==> src/rtl/mlp_seq_pkg.sv <==
// Shared types and default constants for the printed-MLP I/O sequencer.
// Optional double-sample check is enabled with MLP_SEQ_DOUBLE_SAMPLE_EN.
package mlp_seq_pkg;

  typedef enum logic [1:0] {
    LOAD   = 2'd0,
    SETTLE = 2'd1,
    RESULT = 2'd2
  } state_t;

  localparam int NUM_A_DEF    = 8;
  localparam int WIDTH_A_DEF  = 4;
  localparam int OUTWIDTH_DEF = 2;
  localparam int SETTLE_CNT_W = 8;

  // Index width that stays legal for a single-feature configuration.
  function automatic int idx_width(input int n);
    return (n > 1) ? $clog2(n) : 1;
  endfunction

endpackage

==> src/rtl/mlp_settle_timer.sv <==
// Loadable down-counter timing the MLP settle window.
// The `one` output exists only when MLP_SEQ_DOUBLE_SAMPLE_EN is defined.
module mlp_settle_timer
  import mlp_seq_pkg::*;
#(
  parameter int W = SETTLE_CNT_W
) (
  input  logic         clk,
  input  logic         rst,
  input  logic         load,
  input  logic [W-1:0] load_val,
  input  logic         dec,
`ifdef MLP_SEQ_DOUBLE_SAMPLE_EN
  output logic         one,
`endif
  output logic         zero
);

  logic [W-1:0] count_reg;

  always_ff @(posedge clk) begin
    if (rst) begin
      count_reg <= '0;
    end else if (load) begin
      count_reg <= load_val;
    end else if (dec) begin
      count_reg <= count_reg - W'(1);
    end
  end

  assign zero = (count_reg == '0);
`ifdef MLP_SEQ_DOUBLE_SAMPLE_EN
  assign one  = (count_reg == W'(1));
`endif

endmodule

==> src/rtl/mlp_io_sequencer.sv <==
// Feeds features into the combinational printed MLP, waits out its settle time,
// and captures the class result. MLP_SEQ_DOUBLE_SAMPLE_EN adds a late-settle check.
module mlp_io_sequencer
  import mlp_seq_pkg::*;
#(
  parameter int NUM_A         = NUM_A_DEF,
  parameter int WIDTH_A       = WIDTH_A_DEF,
  parameter int OUTWIDTH      = OUTWIDTH_DEF,
  parameter int SETTLE_CYCLES = 4
) (
  input  logic                       clk,
  input  logic                       rst,
  input  logic                       s_valid,
  output logic                       s_ready,
  input  logic [WIDTH_A-1:0]         s_feat,
  output logic [NUM_A*WIDTH_A-1:0]   mlp_inp,
  input  logic [OUTWIDTH-1:0]        mlp_out,
  output logic                       m_valid,
  input  logic                       m_ready,
  output logic [OUTWIDTH-1:0]        m_class,
  output logic                       m_mismatch,
  output logic                       busy
);

  localparam int                      IDX_W       = idx_width(NUM_A);
  localparam logic [IDX_W-1:0]        LAST_IDX    = IDX_W'(NUM_A - 1);
  localparam logic [SETTLE_CNT_W-1:0] SETTLE_LOAD = SETTLE_CNT_W'(SETTLE_CYCLES - 1);

  state_t               state_reg;
  state_t               state_next;
  logic [IDX_W-1:0]     idx_reg;
  logic [WIDTH_A-1:0]   slot_reg [NUM_A];
  logic [OUTWIDTH-1:0]  class_reg;

  logic accept;
  logic last_accept;
  logic capture;
  logic result_done;
  logic timer_dec;
  logic timer_zero;

  assign accept      = s_valid && s_ready;
  assign last_accept = accept && (idx_reg == LAST_IDX);
  assign capture     = (state_reg == SETTLE) && timer_zero;
  assign result_done = (state_reg == RESULT) && m_ready;
  assign timer_dec   = (state_reg == SETTLE) && !timer_zero;

  always_ff @(posedge clk) begin
    if (rst) begin
      state_reg <= LOAD;
    end else begin
      state_reg <= state_next;
    end
  end

  always_comb begin
    state_next = state_reg;
    case (state_reg)
      LOAD:    if (last_accept) state_next = SETTLE;
      SETTLE:  if (timer_zero)  state_next = RESULT;
      RESULT:  if (result_done) state_next = LOAD;
      default: state_next = LOAD;
    endcase
  end

  // Handshake outputs decode straight from the registered state.
  always_comb begin
    s_ready = (state_reg == LOAD) && !rst;
    m_valid = (state_reg == RESULT);
    busy    = (state_reg != LOAD);
  end

  always_ff @(posedge clk) begin
    if (rst) begin
      idx_reg <= '0;
    end else if (accept) begin
      idx_reg <= (idx_reg == LAST_IDX) ? '0 : idx_reg + IDX_W'(1);
    end
  end

  // Slots are only written in LOAD, so the MLP input is frozen while it settles.
  always_ff @(posedge clk) begin
    if (rst) begin
      for (int i = 0; i < NUM_A; i++) begin
        slot_reg[i] <= '0;
      end
    end else if (accept) begin
      slot_reg[idx_reg] <= s_feat;
    end
  end

  for (genvar gi = 0; gi < NUM_A; gi++) begin : g_pack
    assign mlp_inp[gi*WIDTH_A +: WIDTH_A] = slot_reg[gi];
  end

  always_ff @(posedge clk) begin
    if (rst) begin
      class_reg <= '0;
    end else if (capture) begin
      class_reg <= mlp_out;
    end
  end

  assign m_class = class_reg;

`ifdef MLP_SEQ_DOUBLE_SAMPLE_EN
  logic                timer_one;
  logic [OUTWIDTH-1:0] shadow_reg;
  logic                mismatch_reg;

  mlp_settle_timer #(
    .W(SETTLE_CNT_W)
  ) u_timer (
    .clk      (clk),
    .rst      (rst),
    .load     (last_accept),
    .load_val (SETTLE_LOAD),
    .dec      (timer_dec),
    .one      (timer_one),
    .zero     (timer_zero)
  );

  // A disagreement between the last two settle cycles flags a late or glitching path.
  always_ff @(posedge clk) begin
    if (rst) begin
      shadow_reg   <= '0;
      mismatch_reg <= 1'b0;
    end else begin
      if ((state_reg == SETTLE) && timer_one) begin
        shadow_reg <= mlp_out;
      end
      if (capture) begin
        mismatch_reg <= (shadow_reg != mlp_out);
      end else if (result_done) begin
        mismatch_reg <= 1'b0;
      end
    end
  end

  assign m_mismatch = mismatch_reg;
`else
  mlp_settle_timer #(
    .W(SETTLE_CNT_W)
  ) u_timer (
    .clk      (clk),
    .rst      (rst),
    .load     (last_accept),
    .load_val (SETTLE_LOAD),
    .dec      (timer_dec),
    .zero     (timer_zero)
  );

  assign m_mismatch = 1'b0;
`endif

endmodule

==> config.mk <==
export PLATFORM = sky130hd
export DESIGN_NAME = mlp_io_sequencer
export DESIGN_NICKNAME = d
export VERILOG_FILES = /design/src/rtl/mlp_seq_pkg.sv /design/src/rtl/mlp_settle_timer.sv /design/src/rtl/mlp_io_sequencer.sv
export SDC_FILE = /design/constraint.sdc
export NUM_CORES = 1
export LEC_CHECK = 0
export CORE_MARGIN = 5
export CORE_UTILIZATION = 40
export CTS_CLUSTER_DIAMETER = 120
export CTS_CLUSTER_SIZE = 25
export DETAILED_ROUTE_END_ITERATION = 10
export PLACE_DENSITY = 0.66
export SYNTH_ARGS = -nofsm -noshare
export SYNTH_HDL_FRONTEND = slang
export SYNTH_SLANG_ARGS = --single-unit
==> constraint.sdc <==
create_clock -name clk -period 1.92 [get_ports clk]
set_input_delay 0.288 -clock clk [delete_from_list [all_inputs] [get_ports clk]]
set_output_delay 0.288 -clock clk [all_outputs]
set_load 0.1 [all_outputs]
==> impl_metrics.csv <==
group,metric,value,unit
routing,drc,0,
routing,drt-total-wl,3800,um
sta,drv_slew,0,
layout,final_common_cell,"buf_4",
setup_path,slowest_delay,0.53,ns
sta,hold_viol_final,0,
layout,final_nets,240,
place,port_buffers,46,
grt,grt_pass1_vias,1350,
floorplanning,ios,48,
setup_path,cp_max_fo,5,
synthesis,synth_cells,167,
routing,wl_met2,1990,um
floorplanning,die-area,6590,um2
layout,nFillCells,474,
grt,grt_pass1_wl,6240,um
synthesis,synth.yosys.seq_area_share,0.622,
synthesis,ys_types,37,
grt,antenna_found_initial,0,
grt,globalRoute.totalOverflow,0,
place,placed_cells,289,
run,max_cap_viol_count,0,
layout,syn2layout_area_growth,31.9,%
floorplanning,rows,26,
floorplanning,initial_utilization,0.405,
grt,grt_util_all_layers,0.126,
synthesis,synth.avg_cell_area,12.1,um2
routing,drtIter0Drc,41,
sta,fin_crit_sh,0.928,
routing,vias,1333,
layout,antenna_cells,0,
sta,fin_hold_ws,0.518,ns
layout,final_cell_mix,"44 x buf_4, 32 x and2_1, 32 x edfxtp_1",
sta,setup_tns,0,ns
place,hpwl,2840,um
routing,drt-met1-wl,1590,um
layout,drive_above_1_share,0.308,
floorplanning,fp.coreArea,5010,um2
cts,cts_setup_buffers,0,
setup_path,worstSetupStartpointType,"register",
setup_path,crit_path_end_kind,"register",
setup_path,crit_type,"reg2reg",
cts,clkLatencyLatePin,0.30,ns
synthesis,synth_top_area_frac,0.474,
cts,cts.path.max_buffers,2,
synthesis,ys_warn_count,0,
routing,drtAntennaViolNets,0,
setup_path,path_cells,"inv_1 > ha_1 > or3b_2 > o21ai_4 > nor4_2 > mux2_1",
power,vdd_drop_max,0.000305,V
sta,period_needed,1.78,ns
power,leakage,0.00110,uW
power,p_total,2070,uW
layout,largest_reg_flops,32,
setup_path,cpMaxStageDelayCell,"or3b_2",
routing,dr.pass1.iters,4,
routing,wl_per_cell,12.8,um
power,p_per_area,774,nW/um2
sta,skew,0.00336,ns
layout,fin_cells,297,
routing,met3WireLength,176,um
cts,tritoncts,"built",
sta,fin_ws,0.138,ns
cts,root_buffer,"clkbuf_8",
run_status,status,"finished clean",
cts,worst_setup_hold_path_clk_slew,0.09,ns
sta,setup_viol,0,
grt,grt_max_degree,18,
routing,top_layer_used,"met4",
synthesis,synth-seq-cells,47,
worst_hold_path,min_path_type,"reg2reg",
floorplanning,die_h,81.2,um
setup_path,crit_required,2.11,ns
setup_path,cp_top_family,"simple AND/OR/NAND/NOR gates",
setup_path,path_buf_inv,1,
routing,vias_per_cell,4.49,
sta,maxClockFrequency,561,MHz
synthesis,synth_area_leaders,"edfxtp_1 47%, dfxtp_1 15%, and2_1 9.9%, nor2_1 3.3%, or2_2 2.8%",
setup_path,critPathArrivalTime,1.97,ns
cts,cts_buffers,5,
floorplanning,die_w,81.2,um
cts,clock_sinks,47,
place,dp_worst_setup_slack,-0.0847,ns
synthesis,netlist.top_cell.by_area,"edfxtp_1",
cts,cts_max_level,2,
synthesis,syn_nets,181,
sta,rsz0062_at_grt,"false",
synthesis,mappedNetlistArea,2030,um2
place,gp_congestion,0.798,
layer usage:
metal	vias to the layer above	track usage
met3	5	0.0377
met4	0	0.0372
met1	606	0.139
met5	-	0
li1	688	-
met2	34	0.232
what timing repair did:
| action | 4_1_cts | 5_1_grt |
|---|---|---|
| resized for setup | 0 | 1 |
| setup endpoints to repair | 0 | 1 |
| hold buffers | 0 | 0 |
final timing paths:
kind / cells past startpoint / slack (ns) / to / start
min: 2 / 0.52 / m_class[0] / m_class[0]
min reg2reg: 2 / 0.52 / m_class[0] / m_class[0]
max reg2reg: 6 / 0.14 / u_timer.count_reg[7] / u_timer.count_reg[0]
max: 6 / 0.14 / u_timer.count_reg[7] / u_timer.count_reg[0]
report_power, final:
| group | leakage, uW | internal [uW] | switching (uW) |
|---|---|---|---|
| registers | 0.000452 | 1110 | 11.6 |
| logic | 0.000603 | 80.7 | 286 |
| clock network | 0.0000418 | 254 | 329 |
cell type report:
cell class / instances / area, um2 / share of cell area
inverter: 3 / 11.3 / 0.00421
multi-input combinational: 113 / 744 / 0.278
timing repair buffer: 56 / 480 / 0.180
sequential: 47 / 1260 / 0.472
clock buffer: 5 / 68.8 / 0.0257
tap: 70 / 87.6 / 0.0328
clock inverter: 3 / 20.0 / 0.00749
cell usage after synthesis:
cell and instances:
a211oi_1 1, a21boi_0 1, a21o_1 1, a21oi_1 5, and2_1 32, and2b_1 1, and3_1 1, buf_2 2
buf_4 1, clkbuf_1 1, conb_1 1, dfxtp_1 15, edfxtp_1 32, ha_1 4, inv_1 3, mux2_1 1
mux2i_1 3, nand2_1 5, nand2b_1 6, nand3_1 1, nand4_1 1, nor2_1 18, nor2b_1 1, nor3_1 3
nor3b_1 1, nor4_1 2, nor4b_4 1, o2111ai_1 1, o211ai_1 2, o21ai_0 2, o21ai_4 1, or2_2 9
or3_1 1, or3b_2 1, or4_4 1, xnor2_1 1, xor2_1 4
kinds of logic after synthesis:
| kind of cell | Yosys count | synth area share |
|---|---|---|
| multiplexers | 4 | 0.0204 |
| XOR/XNOR | 5 | 0.0216 |
| adder cells (fa/ha/maj) | 4 | 0.0247 |
| buffers and inverters | 7 | 0.0160 |
| AO/OA/AOI/OAI | 14 | 0.0482 |
| flip-flops | 47 | 0.622 |
| other | 1 | 0.00185 |
| AND/OR/NAND/NOR | 85 | 0.245 |
worst min-delay path, delay by kind of cell (launching register included):
family / cells / cell delay (ns)
flip-flops: 1 / 0.34
AND/OR/NAND/NOR: 1 / 0.07
multiplexers: 1 / 0.07
metrics by stage:
step	cell area, um2	utilization
floorplan	2030	-
global placement	2580	0.515
detailed placement	2580	0.515
CTS	2670	0.532
global route	2670	0.534
finish	2670	0.534
No activity file was read; power rests on OpenSTA's default activity.
